[src/rtl/adc_seq_pkg.sv]
// Shared types, constants and the double-dabble step for the ADC sample sequencer.
package adc_seq_pkg;

  typedef enum logic [2:0] {
    IDLE, WAIT_TICK, START, WAIT_DATA, ACCUM, CONVERT, PUBLISH
  } seq_state_t;

  localparam int BCD_DIGITS         = 4;
  localparam int CONV_CYCLES        = 12;
  localparam int BIN_W              = 12;
  localparam int BCD_W              = 4 * BCD_DIGITS;
  localparam int DEF_PERIOD_CYCLES  = 100000;
  localparam int DEF_TIMEOUT_CYCLES = 1024;
  localparam int DEF_AVG_LOG2       = 2;

  // One double-dabble iteration: add-3 correction on every nibble >= 5, then shift left.
  function automatic logic [BCD_W+BIN_W-1:0] dd_step(input logic [BCD_W-1:0] bcd,
                                                     input logic [BIN_W-1:0] bin);
    logic [BCD_W-1:0] adj;
    adj = bcd;
    for (int i = 0; i < BCD_DIGITS; i++)
      if (adj[4*i +: 4] >= 4'd5) adj[4*i +: 4] = adj[4*i +: 4] + 4'd3;
    return {adj, bin} << 1;
  endfunction

endpackage

[src/rtl/adc_sample_sequencer_bin2bcd.sv]
// Iterative 12-bit binary to 4-digit BCD converter, one bit per clock.
module bin2bcd_seq
  import adc_seq_pkg::*;
(
  input  logic             clk,
  input  logic             reset,
  input  logic             start,
  input  logic [BIN_W-1:0] bin,
  output logic             done,
  output logic [BCD_W-1:0] bcd
);

  logic [BIN_W-1:0] shreg;
  logic [3:0]       cnt;
  logic             busy;

  // The start edge already performs the first iteration, so done lands on the 12th edge.
  always_ff @(posedge clk or posedge reset) begin
    if (reset) begin
      bcd   <= '0;
      shreg <= '0;
      cnt   <= '0;
      busy  <= 1'b0;
      done  <= 1'b0;
    end else begin
      done <= 1'b0;
      if (start) begin
        {bcd, shreg} <= dd_step('0, bin);
        cnt          <= 4'd1;
        busy         <= 1'b1;
      end else if (busy) begin
        {bcd, shreg} <= dd_step(bcd, shreg);
        cnt          <= cnt + 4'd1;
        if (cnt == 4'(CONV_CYCLES - 1)) begin
          busy <= 1'b0;
          done <= 1'b1;
        end
      end
    end
  end

endmodule

[src/rtl/adc_sample_sequencer.sv]
// Periodic SPI ADC request scheduler: averages 2^AVG_LOG2 samples and publishes BCD digits.
module adc_sample_sequencer
  import adc_seq_pkg::*;
#(
  parameter int PERIOD_CYCLES  = DEF_PERIOD_CYCLES,
  parameter int AVG_LOG2       = DEF_AVG_LOG2,
  parameter int TIMEOUT_CYCLES = DEF_TIMEOUT_CYCLES,
  parameter int DATA_W         = BIN_W
) (
  input  logic              clk,
  input  logic              reset,
  input  logic              enable,
  output logic              spi_start,
  input  logic [DATA_W-1:0] spi_data,
  input  logic              spi_data_valid,
  output logic [DATA_W-1:0] avg_value,
  output logic [3:0]        ones,
  output logic [3:0]        tens,
  output logic [3:0]        hundreds,
  output logic [3:0]        thousands,
  output logic              bcd_valid,
  output logic              timeout_err,
  output logic              overrun_err
);

  localparam int PW    = (PERIOD_CYCLES > 1) ? $clog2(PERIOD_CYCLES) : 1;
  localparam int TW    = $clog2(TIMEOUT_CYCLES + 1);
  localparam int ACC_W = DATA_W + AVG_LOG2;
  localparam int CW    = AVG_LOG2 + 1;

  localparam logic [PW-1:0] P_LAST  = PW'(PERIOD_CYCLES - 1);
  localparam logic [TW-1:0] T_LIMIT = TW'(TIMEOUT_CYCLES);
  localparam logic [CW-1:0] N_AVG   = CW'(1 << AVG_LOG2);

  seq_state_t        state;
  logic [PW-1:0]     pcnt;
  logic              tick;
  logic [TW-1:0]     tcnt;
  logic [TW-1:0]     tcnt_next;
  logic [DATA_W-1:0] sample;
  logic [ACC_W-1:0]  acc;
  logic [ACC_W-1:0]  acc_sum;
  logic [CW-1:0]     scnt;
  logic [CW-1:0]     scnt_next;
  logic              last_sample;
  logic              conv_start;
  logic [DATA_W-1:0] conv_bin;
  logic              conv_done;
  logic [BCD_W-1:0]  conv_bcd;

  always_ff @(posedge clk or posedge reset) begin
    if (reset)                           pcnt <= '0;
    else if (!enable || pcnt == P_LAST)  pcnt <= '0;
    else                                 pcnt <= pcnt + PW'(1);
  end

  assign tick        = enable && (pcnt == P_LAST);
  assign tcnt_next   = tcnt + TW'(1);
  assign acc_sum     = acc + ACC_W'(sample);
  assign scnt_next   = scnt + CW'(1);
  assign last_sample = (scnt_next == N_AVG);
  assign conv_bin    = acc_sum[AVG_LOG2 +: DATA_W];
  assign conv_start  = enable && (state == ACCUM) && last_sample;

  bin2bcd_seq u_b2b (
    .clk   (clk),
    .reset (reset),
    .start (conv_start),
    .bin   (conv_bin),
    .done  (conv_done),
    .bcd   (conv_bcd)
  );

  always_ff @(posedge clk or posedge reset) begin
    if (reset) begin
      state       <= IDLE;
      tcnt        <= '0;
      sample      <= '0;
      acc         <= '0;
      scnt        <= '0;
      spi_start   <= 1'b0;
      avg_value   <= '0;
      ones        <= '0;
      tens        <= '0;
      hundreds    <= '0;
      thousands   <= '0;
      bcd_valid   <= 1'b0;
      timeout_err <= 1'b0;
      overrun_err <= 1'b0;
    end else begin
      spi_start <= 1'b0;
      bcd_valid <= 1'b0;
      // Ticks are never queued: one landing mid-transaction is simply lost.
      if (tick && state != WAIT_TICK && state != IDLE) overrun_err <= 1'b1;
      if (!enable) begin
        state <= IDLE;
        acc   <= '0;
        scnt  <= '0;
      end else begin
        case (state)
          IDLE: state <= WAIT_TICK;
          WAIT_TICK: if (tick) begin
            state     <= START;
            spi_start <= 1'b1;
          end
          START: begin
            tcnt  <= '0;
            state <= WAIT_DATA;
          end
          WAIT_DATA: begin
            tcnt <= tcnt_next;
            if (spi_data_valid) begin
              sample <= spi_data;
              state  <= ACCUM;
            end else if (tcnt_next == T_LIMIT) begin
              timeout_err <= 1'b1;
              state       <= WAIT_TICK;
            end
          end
          ACCUM: begin
            if (last_sample) begin
              avg_value <= conv_bin;
              acc       <= '0;
              scnt      <= '0;
              state     <= CONVERT;
            end else begin
              acc   <= acc_sum;
              scnt  <= scnt_next;
              state <= WAIT_TICK;
            end
          end
          CONVERT: if (conv_done) begin
            {thousands, hundreds, tens, ones} <= conv_bcd;
            bcd_valid <= 1'b1;
            state     <= PUBLISH;
          end
          PUBLISH: state <= WAIT_TICK;
          default: state <= IDLE;
        endcase
      end
    end
  end

endmodule
[config.mk]
export PLATFORM = sky130hd
export DESIGN_NAME = adc_sample_sequencer
export DESIGN_NICKNAME = d
export VERILOG_FILES = /design/src/rtl/adc_seq_pkg.sv /design/src/rtl/adc_sample_sequencer_bin2bcd.sv /design/src/rtl/adc_sample_sequencer.sv
export SDC_FILE = /design/constraint.sdc
export NUM_CORES = 1
export LEC_CHECK = 0
export ABC_AREA = 1
export BUFFER_PORTS_ARGS = -buffer_cell sky130_fd_sc_hd__buf_2
export CAP_MARGIN = 20
export CELL_PAD_IN_SITES_DETAIL_PLACEMENT = 1
export CELL_PAD_IN_SITES_GLOBAL_PLACEMENT = 2
export CORE_ASPECT_RATIO = 1.5
export CORE_MARGIN = 8
export CORE_UTILIZATION = 40
export CTS_CLUSTER_SIZE = 8
export DETAILED_ROUTE_END_ITERATION = 8
export GPL_TIMING_DRIVEN = 0
export HOLD_SLACK_MARGIN = 0.02
export PLACE_DENSITY = 0.81
export SLEW_MARGIN = 20
export SYNTH_ARGS = -nofsm -noshare
export SYNTH_HDL_FRONTEND = slang
export SYNTH_SLANG_ARGS = --single-unit
[constraint.sdc]
create_clock -name clk -period 9.51 [get_ports clk]
set_clock_uncertainty 0.1 [all_clocks]
set_input_delay 0.951 -clock clk [delete_from_list [all_inputs] [get_ports clk]]
set_output_delay 0.951 -clock clk [all_outputs]
set_load 0.05 [all_outputs]
==> results.cfg, run 1 <==
[clock_network]
cts_max_path_buffers = 2
post_cts.repair.setup_buffers = 0
htree_levels = 4
hold_buffers = 0
cts.clk_slew.worst_paths_ns = 0.06
clkSinkCount = 125
cts_root_buffer = clkbuf_16
insertion_delay_ns = 0.42
cts_buffers = 17
cts_tree = yes
cts-resized-gates = 0

[synthesis]
synth_edf_count = 0
ys.flop_type = dfrtp_1
netlist_instances = 750
yosysSeqAreaShare = 0.483
syn_nets = 794
synth.distinct_cells = 42
ys_ff_latch = 125
postSynthAreaPerCell_um2 = 8.64
async_reset_ff_frac = 1.00
synth_warnings = 0
netlist_area_mm2 = 0.00648

[global_routing]
grt_pass1_wl_mm = 29.6
grt_pass1_vias = 6118
antenna_found_initial = 0
overflow = 0
grt_usage = 0.183
grt_max_degree = 104

[critical_path]
critPathArrivalTime_ns = 1.09
cpPeakStageDelay_ns = 0.39
reg2reg_from = sample[0]
cp-end-kind = primary output
worstSetupStartpointType = flop
cp_data_required_time_ns = 8.46
reg2reg_to = avg_value[6]
crit_chain = buf_2
path_max_fanout = 2
cp-startpoint = avg_value[11]
rrSetupSlack_ns = 7.41
worst_r2r_path_depth = 8
slowest_stage = dfrtp_1
worstSetupPathType = reg2out
cpLargestDelayFamily = flip-flops
critPathBufInv = 1

[layout]
area_growth_pct = 17.5
utilization = 0.475
n_antenna_cell = 0
fin_cells = 1035
layout_commonest_cell = nand2_1
filler_cell_count = 1909
final_nets = 860
postLayoutCellArea_mm2 = 0.00762
drive_above_1_share = 0.156
mostFrequentLayoutCells = nand2_1 (198), dfrtp_1 (125), inv_1 (86)

[floorplanning]
die_w_um = 120
core_mm2 = 0.0160
die_y_um = 172
rows = 57
io_pins = 48
die_area_mm2 = 0.0206
start_util = 0.404

[place]
portBuffers = 46
dp_slack_ns = 7.21
dp_hpwl_mm = 13.0
gp_congestion = 0.910
placed_cell_area_mm2 = 0.00700
dp.cells = 1003

[timing]
finalHoldViolations = 0
final-max-slew-violation-count = 0
fin_crit_ns = 2.14
holdWs_ns = 0.357
fin_crit_sh = 0.225
setup-violations-final = 0
slew_headroom = 0.635
clock.fmax_ghz = 0.467
rsz0062_at_grt = no
tns_ns = 0
fin_ws_ns = 7.37
worst_pin_slew_ns = 0.545

[route]
ant_nets = 0
wirelength_mm = 17.5
route.detailed.drc = 0
via_per_inst = 5.23
wire_per_inst_um = 16.9
dr.pass1.iters = 4
initialDrtViolationCount = 274
vias = 5411

[power]
power_density_mw_per_mm2 = 205
power_mw = 1.56
p_leak_nw = 3.83
ir_drop_mv = 0.0818

[flow_run]
maxCapViolCount = 0

[run_status]
outcome = completed

[min_path]
hp-class = in2async
how the worst max path moves through the flow:
stage	slack, ns	depth (start not counted)	end
final	7.37	1	avg_value[11]
after global routing	7.27	7	u_b2b.shreg[3]
after CTS	7.35	1	avg_value[11]
after detailed placement	7.21	7	acc[12]
after global placement	3.57	2	sample[6]
after floorplan	5.13	1	acc[0]
flip-flops by register name (all words and copies together), names as in the netlist:
register,count
pcnt,17
u_b2b.bcd,16
acc,14
avg_value,12
sample,12
tcnt,11
u_b2b.shreg,11
hundreds,4
ones,4
tens,4
thousands,4
u_b2b.cnt,4
scnt,3
state,3
bcd_valid,1
overrun_err,1
spi_start,1
timeout_err,1
u_b2b.busy,1
u_b2b.done,1
where the power goes:
part	leakage, nW	switching (mW)	internal (mW)
clock	0.296	0.239	0.432
sequential	1.71	0.0475	0.583
combinational	1.83	0.161	0.102
final cells by class:
class | instances | area (um^2) | area share
buffer | 16 | 126 | 0.0166
clock buffer | 22 | 474 | 0.0623
clock inverter | 10 | 138 | 0.0181
inverter | 91 | 354 | 0.0465
multi-input combinational | 518 | 2880 | 0.378
sequential | 125 | 3130 | 0.411
tap | 206 | 258 | 0.0338
timing repair buffer | 47 | 258 | 0.0338
Yosys cell counts, types with 4 or more instances:
cell	instances	area share
buf_4	6	0.0069
o21ai_1	6	0.0046
xor2_1	16	0.022
a22o_1	6	0.0081
nor2_1	49	0.028
nand2_4	4	0.0069
ha_1	27	0.052
a21oi_1	19	0.015
nand2_1	198	0.11
nand3_1	50	0.039
buf_2	5	0.0039
dfrtp_1	125	0.48
o21bai_1	4	0.0046
nand4_1	14	0.014
nor3_1	14	0.011
nand3b_1	4	0.0046
inv_1	87	0.050
mux2_4	9	0.021
o21ai_0	47	0.036
buf_6	5	0.0087
o22ai_1	17	0.016
routing by layer:
metal | track usage | wire [um] | up-vias
li1 | - | - | 2597
met1 | 0.189 | 6840 | 2700
met2 | 0.343 | 9620 | 78
met3 | 0.0389 | 501 | 36
met4 | 0.0872 | 551 | 0
met5 | 0 | 0 | -
logic make-up (layout without fill, tap and decap cells):
| group | after synthesis | count (layout) | share of synthesized area |
|---|---|---|---|
| compound gates | 105 | 105 | 0.0919 |
| simple gates | 354 | 354 | 0.246 |
| mux | 12 | 12 | 0.0261 |
| flops | 125 | 125 | 0.483 |
| buf+inv | 107 | 186 | 0.0730 |
| xor+xnor | 19 | 19 | 0.0257 |
| fa+ha+maj | 28 | 28 | 0.0552 |
Note: power is estimated with default switching activity, not from simulation.
==> run 2: changes to the inputs <==
CORE_UTILIZATION = 37   (was 40)
PLACE_DENSITY = 0.75   (was 0.81)
clock period = 2.1 ns   (was 9.51 ns; I/O delays follow)
==> results.cfg, run 2 (same netlist as run 1, synthesis figures left out) <==
[run_status]
outcome = completed

[timing]
fin_crit_ns = 2.03
clock.fmax_ghz = 0.492
slew_headroom = 0.555
fin_crit_sh = 0.968
tns_ns = 0
finalHoldViolations = 0
rsz0062_at_grt = yes
fin_ws_ns = 0.0678
worst_pin_slew_ns = 0.664
setup-violations-final = 0
final-max-slew-violation-count = 0

[power]
ir_drop_mv = 0.419
p_int_mw = 4.80
pwr-share-comb = 0.182
power_mw = 6.91
switching_share = 0.304
power.share.clock = 0.404
p_leak_nw = 3.90
power_frac_seq = 0.415
power_density_mw_per_mm2 = 885
p_sw_mw = 2.10

[critical_path]
cpLargestDelayFamily = compound AO/OA/AOI/OAI gates
cp_data_required_time_ns = 2.36
critPathArrivalTime_ns = 2.29
path_max_fanout = 4
worstSetupStartpointType = flop
cpPeakStageDelay_ns = 0.39
worstSetupPathType = reg2reg
cp-end-kind = flop
critPathBufInv = 0
worst_path_most_repeated_cell = nand2_1
crit_chain = ha_1, nand2_1, o21ai_0, a21oi_1, xnor2_1, nand2_1, nand2_1
slowest_stage = dfrtp_1

[layout]
fin_cells = 1059
mostFrequentLayoutCells = nand2_1 (198), dfrtp_1 (125), inv_1 (86)
area_growth_pct = 20.4
drive_above_1_share = 0.163
final_nets = 878
n_antenna_cell = 0
filler_cell_count = 2070
largest_register_ffs = 17
layout_commonest_cell = nand2_1
top_regs = pcnt: 17 flops, u_b2b.bcd: 16 flops, acc: 14 flops
regMostFlops = pcnt
postLayoutCellArea_mm2 = 0.00780

[route]
vias = 5437
ant_nets = 0
wire_per_inst_um = 16.9
route.detailed.drc = 0
wirelength_mm = 17.9
initialDrtViolationCount = 184
dr.pass1.iters = 4
via_per_inst = 5.13

[floorplanning]
die_y_um = 178
start_util = 0.375
io_pins = 48
core_mm2 = 0.0173
die_w_um = 124
die_area_mm2 = 0.0221
rows = 59

[place]
placed_cell_area_mm2 = 0.00707
dp_slack_ns = -0.00293
gp_congestion = 0.864
dp.cells = 1013
dp_hpwl_mm = 13.7
portBuffers = 46

[global_routing]
grt_max_degree = 34
gr-usage-met3 = 0.0326
grt_pass1_wl_mm = 30.2
grtUsageMet2 = 0.332
grt_usage = 0.176
use_met1 = 0.181
grt_pass1_vias = 6114
grt.busiest_layer = met2
antenna_found_initial = 0
overflow = 0

[flow_run]
maxCapViolCount = 0

[clock_network]
cts.clk_slew.worst_paths_ns = 0.06
htree_levels = 4
cts_buffers = 17
cts_tree = yes
cts_max_path_buffers = 2
insertion_delay_ns = 0.42
cts_root_buffer = clkbuf_16
clkSinkCount = 125

[min_path]
hp-class = in2reg
run 2: cell types whose count changed in the layout (fill, tap and decap cells not counted), sizes merged:
cell	change
bufinv	-2
buf	+4
dlygate4sd3	+14
clkbuf	-3
inv	+1
clkinvlp	+3
run 2: final cells by class:
| cell class | count | area [um^2] | share of cell area |
|---|---|---|---|
| timing repair buffer | 65 | 465 | 0.0596 |
| multi-input combinational | 518 | 2910 | 0.373 |
| buffer | 16 | 126 | 0.0162 |
| inverter | 91 | 350 | 0.0449 |
| sequential | 125 | 3130 | 0.401 |
| clock buffer | 19 | 443 | 0.0568 |
| tap | 213 | 267 | 0.0342 |
| clock inverter | 12 | 114 | 0.0146 |
run 2: layer usage:
metal | vias up | wire (um)
met4 | 0 | 555
li1 | 2630 | -
met2 | 74 | 10000
met3 | 31 | 404
met5 | - | 0
met1 | 2702 | 6960
run 2: final timing paths:
kind / start / to / slack, ns / cells after the start
max: sample[6] / u_b2b.shreg[7] / 0.07 / 7
min: spi_data_valid / timeout_err / 0.08 / 4
max reg2reg: sample[6] / u_b2b.shreg[7] / 0.07 / 7
min reg2reg: timeout_err / timeout_err / 0.37 / 1
max in group asynchronous: reset / sample[1] / 0.73 / 6
min in group asynchronous: reset / hundreds[0] / 0.25 / 3
run 2: worst min-delay path: stages:
cell	delay [ns]
buf_2	0.14
nor2_1	0.07
inv_1	0.05
o21bai_1	0.07
run 2: per-stage QoR:
stage | util | hold WS [ns]
6_report | 0.452 | 0.0762
2_1_floorplan | - | 0.259
5_1_grt | 0.452 | 0.115
4_1_cts | 0.450 | 0.0749
3_3_place_gp | 0.404 | 0.344
3_5_place_dp | 0.409 | 0.147
run 2: power groups by stage:
stage	sequential, mW	clock (mW)	combinational (mW)
after global placement	2.91	0	1.16
after CTS	2.87	2.87	1.25
final	2.86	2.79	1.26
after global routing	2.90	2.94	1.41
after floorplan	2.83	0	0.895
after detailed placement	2.91	0	1.22
run 2: repair_timing:
| action | in CTS | in global routing |
|---|---|---|
| setup endpoints to repair | 4 | 13 |
| endpoints found under the hold margin | 31 | 0 |
| resized for setup | 1 | 4 |
| setup buffers | 0 | 1 |
| cloned | 0 | 0 |
| pin swaps | 0 | 1 |
| hold buffers | 14 | 0 |
